`src/rtl/alu_pkg.sv`:
```
// Shared types and constants for the two-requester ALU arbiter.
package alu_pkg;

  localparam int DATA_W = 32;

  localparam logic [2:0] OP_AND = 3'b000;
  localparam logic [2:0] OP_OR  = 3'b001;
  localparam logic [2:0] OP_ADD = 3'b010;
  localparam logic [2:0] OP_MUL = 3'b011;
  localparam logic [2:0] OP_SUB = 3'b110;
  localparam logic [2:0] OP_SLT = 3'b111;

  typedef logic [DATA_W-1:0] word_t;

  typedef enum logic [1:0] {
    IDLE = 2'd0,
    EXEC = 2'd1,
    RESP = 2'd2
  } state_t;

  // Operation captured at the transfer edge.
  typedef struct packed {
    word_t      a;
    word_t      b;
    logic [2:0] op;
    logic       id;
  } req_t;

  // Occupancy of the ALU for one op: only MUL is multi-cycle.
  function automatic logic [3:0] op_latency(input logic [2:0] op, input logic [3:0] mul_cycles);
    return (op == OP_MUL) ? mul_cycles : 4'd1;
  endfunction

endpackage

```
`src/rtl/alu_core.sv`:
```
// Purely combinational ALU; unsupported op codes yield zero with err set.
module alu_core
  import alu_pkg::*;
(
  input  word_t      a,
  input  word_t      b,
  input  logic [2:0] op,
  output word_t      result,
  output logic       err
);

  always_comb begin
    result = '0;
    err    = 1'b0;
    case (op)
      OP_AND:  result = a & b;
      OP_OR:   result = a | b;
      OP_ADD:  result = a + b;
      OP_SUB:  result = a - b;
      OP_SLT:  result = {{(DATA_W-1){1'b0}}, (a < b)};
      OP_MUL:  result = a * b;
      default: err    = 1'b1;
    endcase
  end

endmodule

```
`src/rtl/alu_arbiter.sv`:
```
// Round-robin arbiter in front of a single shared ALU: one op in flight,
// IDLE accepts, EXEC counts down the op latency, RESP holds the result.
module alu_arbiter
  import alu_pkg::*;
#(
  parameter int MUL_CYCLES = 3
) (
  input  logic       clk_i,
  input  logic       rst_i,
  input  logic [1:0] req_valid_i,
  output logic [1:0] req_ready_o,
  input  word_t      req0_data1_i,
  input  word_t      req0_data2_i,
  input  logic [2:0] req0_ctrl_i,
  input  word_t      req1_data1_i,
  input  word_t      req1_data2_i,
  input  logic [2:0] req1_ctrl_i,
  output logic       resp_valid_o,
  input  logic       resp_ready_i,
  output logic       resp_id_o,
  output word_t      resp_data_o,
  output logic       resp_err_o
);

  state_t     state, state_nxt;
  logic       last_grant;
  logic [1:0] grant;
  logic       xfer;
  logic       xfer_id;
  logic [3:0] cnt;
  logic       expire;
  req_t       sel, cap;
  word_t      alu_res;
  logic       alu_err;

  // Ties go to the requester that did not win last time.
  always_comb begin
    grant = 2'b00;
    case (req_valid_i)
      2'b01:   grant = 2'b01;
      2'b10:   grant = 2'b10;
      2'b11:   grant = last_grant ? 2'b01 : 2'b10;
      default: grant = 2'b00;
    endcase
  end

  always_comb begin
    sel.id = req_ready_o[1];
    if (req_ready_o[1]) begin
      sel.a  = req1_data1_i;
      sel.b  = req1_data2_i;
      sel.op = req1_ctrl_i;
    end else begin
      sel.a  = req0_data1_i;
      sel.b  = req0_data2_i;
      sel.op = req0_ctrl_i;
    end
  end

  assign xfer    = |(req_valid_i & req_ready_o);
  assign xfer_id = req_ready_o[1];
  assign expire  = (state == EXEC) && (cnt == 4'd1);

  always_ff @(posedge clk_i) begin
    if (!rst_i) state <= IDLE;
    else        state <= state_nxt;
  end

  always_comb begin
    state_nxt   = state;
    req_ready_o = 2'b00;
    case (state)
      IDLE: begin
        if (rst_i) req_ready_o = grant;
        if (|grant) state_nxt = EXEC;
      end
      EXEC: if (expire) state_nxt = RESP;
      RESP: if (resp_ready_i) state_nxt = IDLE;
      default: state_nxt = IDLE;
    endcase
  end

  always_ff @(posedge clk_i) begin
    if (!rst_i) begin
      cnt          <= 4'd0;
      last_grant   <= 1'b1;
      cap          <= '0;
      resp_valid_o <= 1'b0;
      resp_data_o  <= '0;
      resp_id_o    <= 1'b0;
      resp_err_o   <= 1'b0;
    end else begin
      if (xfer) begin
        cap        <= sel;
        cnt        <= op_latency(sel.op, 4'(MUL_CYCLES));
        last_grant <= xfer_id;
      end else if (state == EXEC) begin
        cnt <= cnt - 4'd1;
      end
      // RESP always has resp_valid_o high, so resp_ready_i is only seen there.
      if (expire) begin
        resp_valid_o <= 1'b1;
        resp_data_o  <= alu_res;
        resp_id_o    <= cap.id;
        resp_err_o   <= alu_err;
      end else if (state == RESP && resp_ready_i) begin
        resp_valid_o <= 1'b0;
      end
    end
  end

  alu_core u_alu_core (
    .a      (cap.a),
    .b      (cap.b),
    .op     (cap.op),
    .result (alu_res),
    .err    (alu_err)
  );

endmodule

```
`config.mk`:
```
export PLATFORM = sky130hd
export DESIGN_NAME = alu_arbiter
export DESIGN_NICKNAME = d
export VERILOG_FILES = /design/src/rtl/alu_pkg.sv /design/src/rtl/alu_core.sv /design/src/rtl/alu_arbiter.sv
export SDC_FILE = /design/constraint.sdc
export NUM_CORES = 2
export LEC_CHECK = 0
export BUFFER_PORTS_ARGS = -buffer_cell sky130_fd_sc_hd__buf_2
export CELL_PAD_IN_SITES_DETAIL_PLACEMENT = 1
export CELL_PAD_IN_SITES_GLOBAL_PLACEMENT = 2
export CORE_UTILIZATION = 42
export CTS_CLUSTER_SIZE = 30
export DETAILED_ROUTE_END_ITERATION = 16
export PLACE_DENSITY = 0.95
export SKIP_CTS_REPAIR_TIMING = 1
export SLEW_MARGIN = 15
export SYNTH_ARGS = -nofsm -noshare
export SYNTH_HDL_FRONTEND = slang
export SYNTH_HIERARCHICAL = 1
export SYNTH_SLANG_ARGS = --single-unit
```
`constraint.sdc`:
```
create_clock -name clk_i -period 15.1 [get_ports clk_i]
set_input_delay 2.265 -clock clk_i [delete_from_list [all_inputs] [get_ports clk_i]]
set_output_delay 2.265 -clock clk_i [all_outputs]
set_load 0.005 [all_outputs]
```
==> results.cfg <==
[clock_network]
cts_buffers = 9
insertion_delay_ps = 400
cts_max_level = 3
cts.sinks = 110
cts_tree = built
cts-root-buf = clkbuf_16
path_clk_slew_ps = 100
cts_buffer_depth = 2

[final_layout]
fillers = 7030
drive_gt1_share_pct = 9.57
multi_input_area_mm2 = 0.0200
stdcell_area_mm2 = 0.0267
areaGrowthSynthToFinish_pct = 7.34
final-seq-area_mm2 = 0.00220
final_nets = 3836
fin_util_pct = 45.9

[floorplanning]
start_util_pct = 42.8
pin_count = 176
die_area_mm2 = 0.0601
core_area_mm2 = 0.0580
rows = 88
dieHeight_um = 245
dieWidth_um = 245

[placed_design]
place_area_mm2 = 0.0263
dp_hpwl_um = 81200
gp_congestion = 0.990
io_buffers = 175

[routing]
drt-pass1-iter-count = 7
top_layer = met5
viasPerCell = 6.13
wl_per_cell_um = 27.2
drt_iter0_markers = 1917
met3WireLength_um = 8680
wl_met1_um = 39900
drtAntennaViolNets = 0
met2_wirelength_um = 47900
dr_total_vias = 23500
drt-total-wl_um = 104000
route.detailed.drc = 0

[logic_synthesis]
synth_edf_count = 0
synth_most_common_cell = inv_1
async_reset_ff_share_pct = 0
avgSynthCellArea_um2 = 8.20
synth_area_leaders = fa_1, ha_1, dfxtp_1
yosysTopAreaCellShare_pct = 33.1
synth_area_leader_cell = fa_1
ys_seq_area_share_pct = 8.87
synth_commonest_cells = inv_1, fa_1, nor2_1
syn-num-nets = 3797
syn_area_mm2 = 0.0248
postSynthCellCount = 3027
ys_ff_latch = 110
yosys_warnings = 6
synth_cell_types = 81
ys.flop_type = dfxtp_1

[timing]
rsz0062_at_grt = false
hold_violations = 0
setup_viol = 0
period_minus_slack_ps = 9130
drv_slew = 0
min_period_over_period_pct = 60.5
setup_tns_ps = 0
clock_skew_ps = 23.3
worst_pin_slew_ps = 1160
hold_slack_ps = 482
relSlewSlack_pct = 22.4
fmax_mhz = 110

[critical_path]
worst-path-buf-inv = 5
required_ps = 15430
path_common_cell = fa_1
start_kind = flip-flop
critical_path_class = flip-flop to flip-flop
cp_top_family = adder cells
cp-end-kind = flip-flop
cp.arrival_ps = 9460
cp_slowest_cell = clkinv_1
critPathMaxFanout = 18
critPathMaxStageDelay_ps = 1010

[flow_run]
maxCapViolCount = 0

[grt]
grt_overflow_total = 0
grt_max_degree = 112
grt_pass1_vias = 25800
grt_pass1_wl_um = 158000
antenna_found_initial = 2
track_usage_pct = 35.2

[outcome]
outcome = finished clean

[min_path]
hold_class = flip-flop to flip-flop
## sequential cells by signal, summed over array words and instances, names as in the netlist
name          flops
resp_valid_o      1
resp_data_o      32
cnt               4
resp_err_o        1
last_grant        1
cap              68
state             2
resp_id_o         1
## cell type report
cell class,count,area share (%)
inverter,498,7.01
tap,765,3.59
sequential,110,8.27
timing repair buffer,235,4.98
multi-input combinational,2212,74.9
clock inverter,7,0.361
clock buffer,9,0.845
antenna,1,0.00939
## routing by layer
layer  global-route usage, %  up-vias
met5                       0        -
met4                    23.6        2
met3                    6.60      370
met2                    56.2     1267
met1                    43.1    11900
li1                        -     9942
## cells in the final DEF, fill, tap and decap left out, types with 11 or more instances in the layout
cell type and n:
o22ai_1 14, a22oi_1 11, nand4_1 69, nand2_1 255, clkinv_1 12, nand3_1 53, a21o_1 18, a21boi_0 35
o31ai_1 21, a31oi_1 75, ha_1 221, buf_4 60, o21ai_0 98, fa_1 410, xor2_1 27, xnor2_1 90
buf_2 175, a21oi_1 85, o311ai_0 57, mux2i_1 25, nor3_1 88, dfxtp_1 108, nor2_1 363, o21bai_1 13
nor2b_1 12, o21a_1 15, inv_1 480
## cell families after synthesis
logic type	after synthesis	share of synthesized area, %
muxes	28	1.19
buffers and inverters	705	10.8
DFF	110	8.87
xor gates and xnor gates	117	4.13
AOI/OAI and AO/OA	540	15.1
adders and majority gates	631	44.2
and+or+nand+nor	896	15.8
## worst paths after layout
kind                                startpoint                           end  slack, ps  cells past startpoint
setup / recovery          cap[41]$_SDFFE_PN0P_  resp_data_o[24]$_SDFFE_PN0P_       5970                     25
hold / removal    resp_data_o[29]$_SDFFE_PN0P_  resp_data_o[29]$_SDFFE_PN0P_        480                      2
setup reg to reg          cap[41]$_SDFFE_PN0P_  resp_data_o[24]$_SDFFE_PN0P_       5970                     25
hold reg to reg   resp_data_o[29]$_SDFFE_PN0P_  resp_data_o[29]$_SDFFE_PN0P_        480                      2
## tightest hold or removal path: cells and delay by family (launching register included)
family / cells / cell delay (ps)
AO/OA/AOI/OAI: 2 / 130
flip-flops: 1 / 310
## stage by stage
| step | std cells | setup WS (ps) |
|---|---|---|
| after floorplan | 3027 | 8010 |
| after global placement | 3820 | 6490 |
| after detailed placement | 3820 | 6200 |
| after CTS | 3836 | 6170 |
| after global routing | 3836 | 5600 |
| final | 3837 | 5970 |
Power is not shown: default switching activity piles up to over one toggle a cycle in this logic, so the estimate is an artifact.
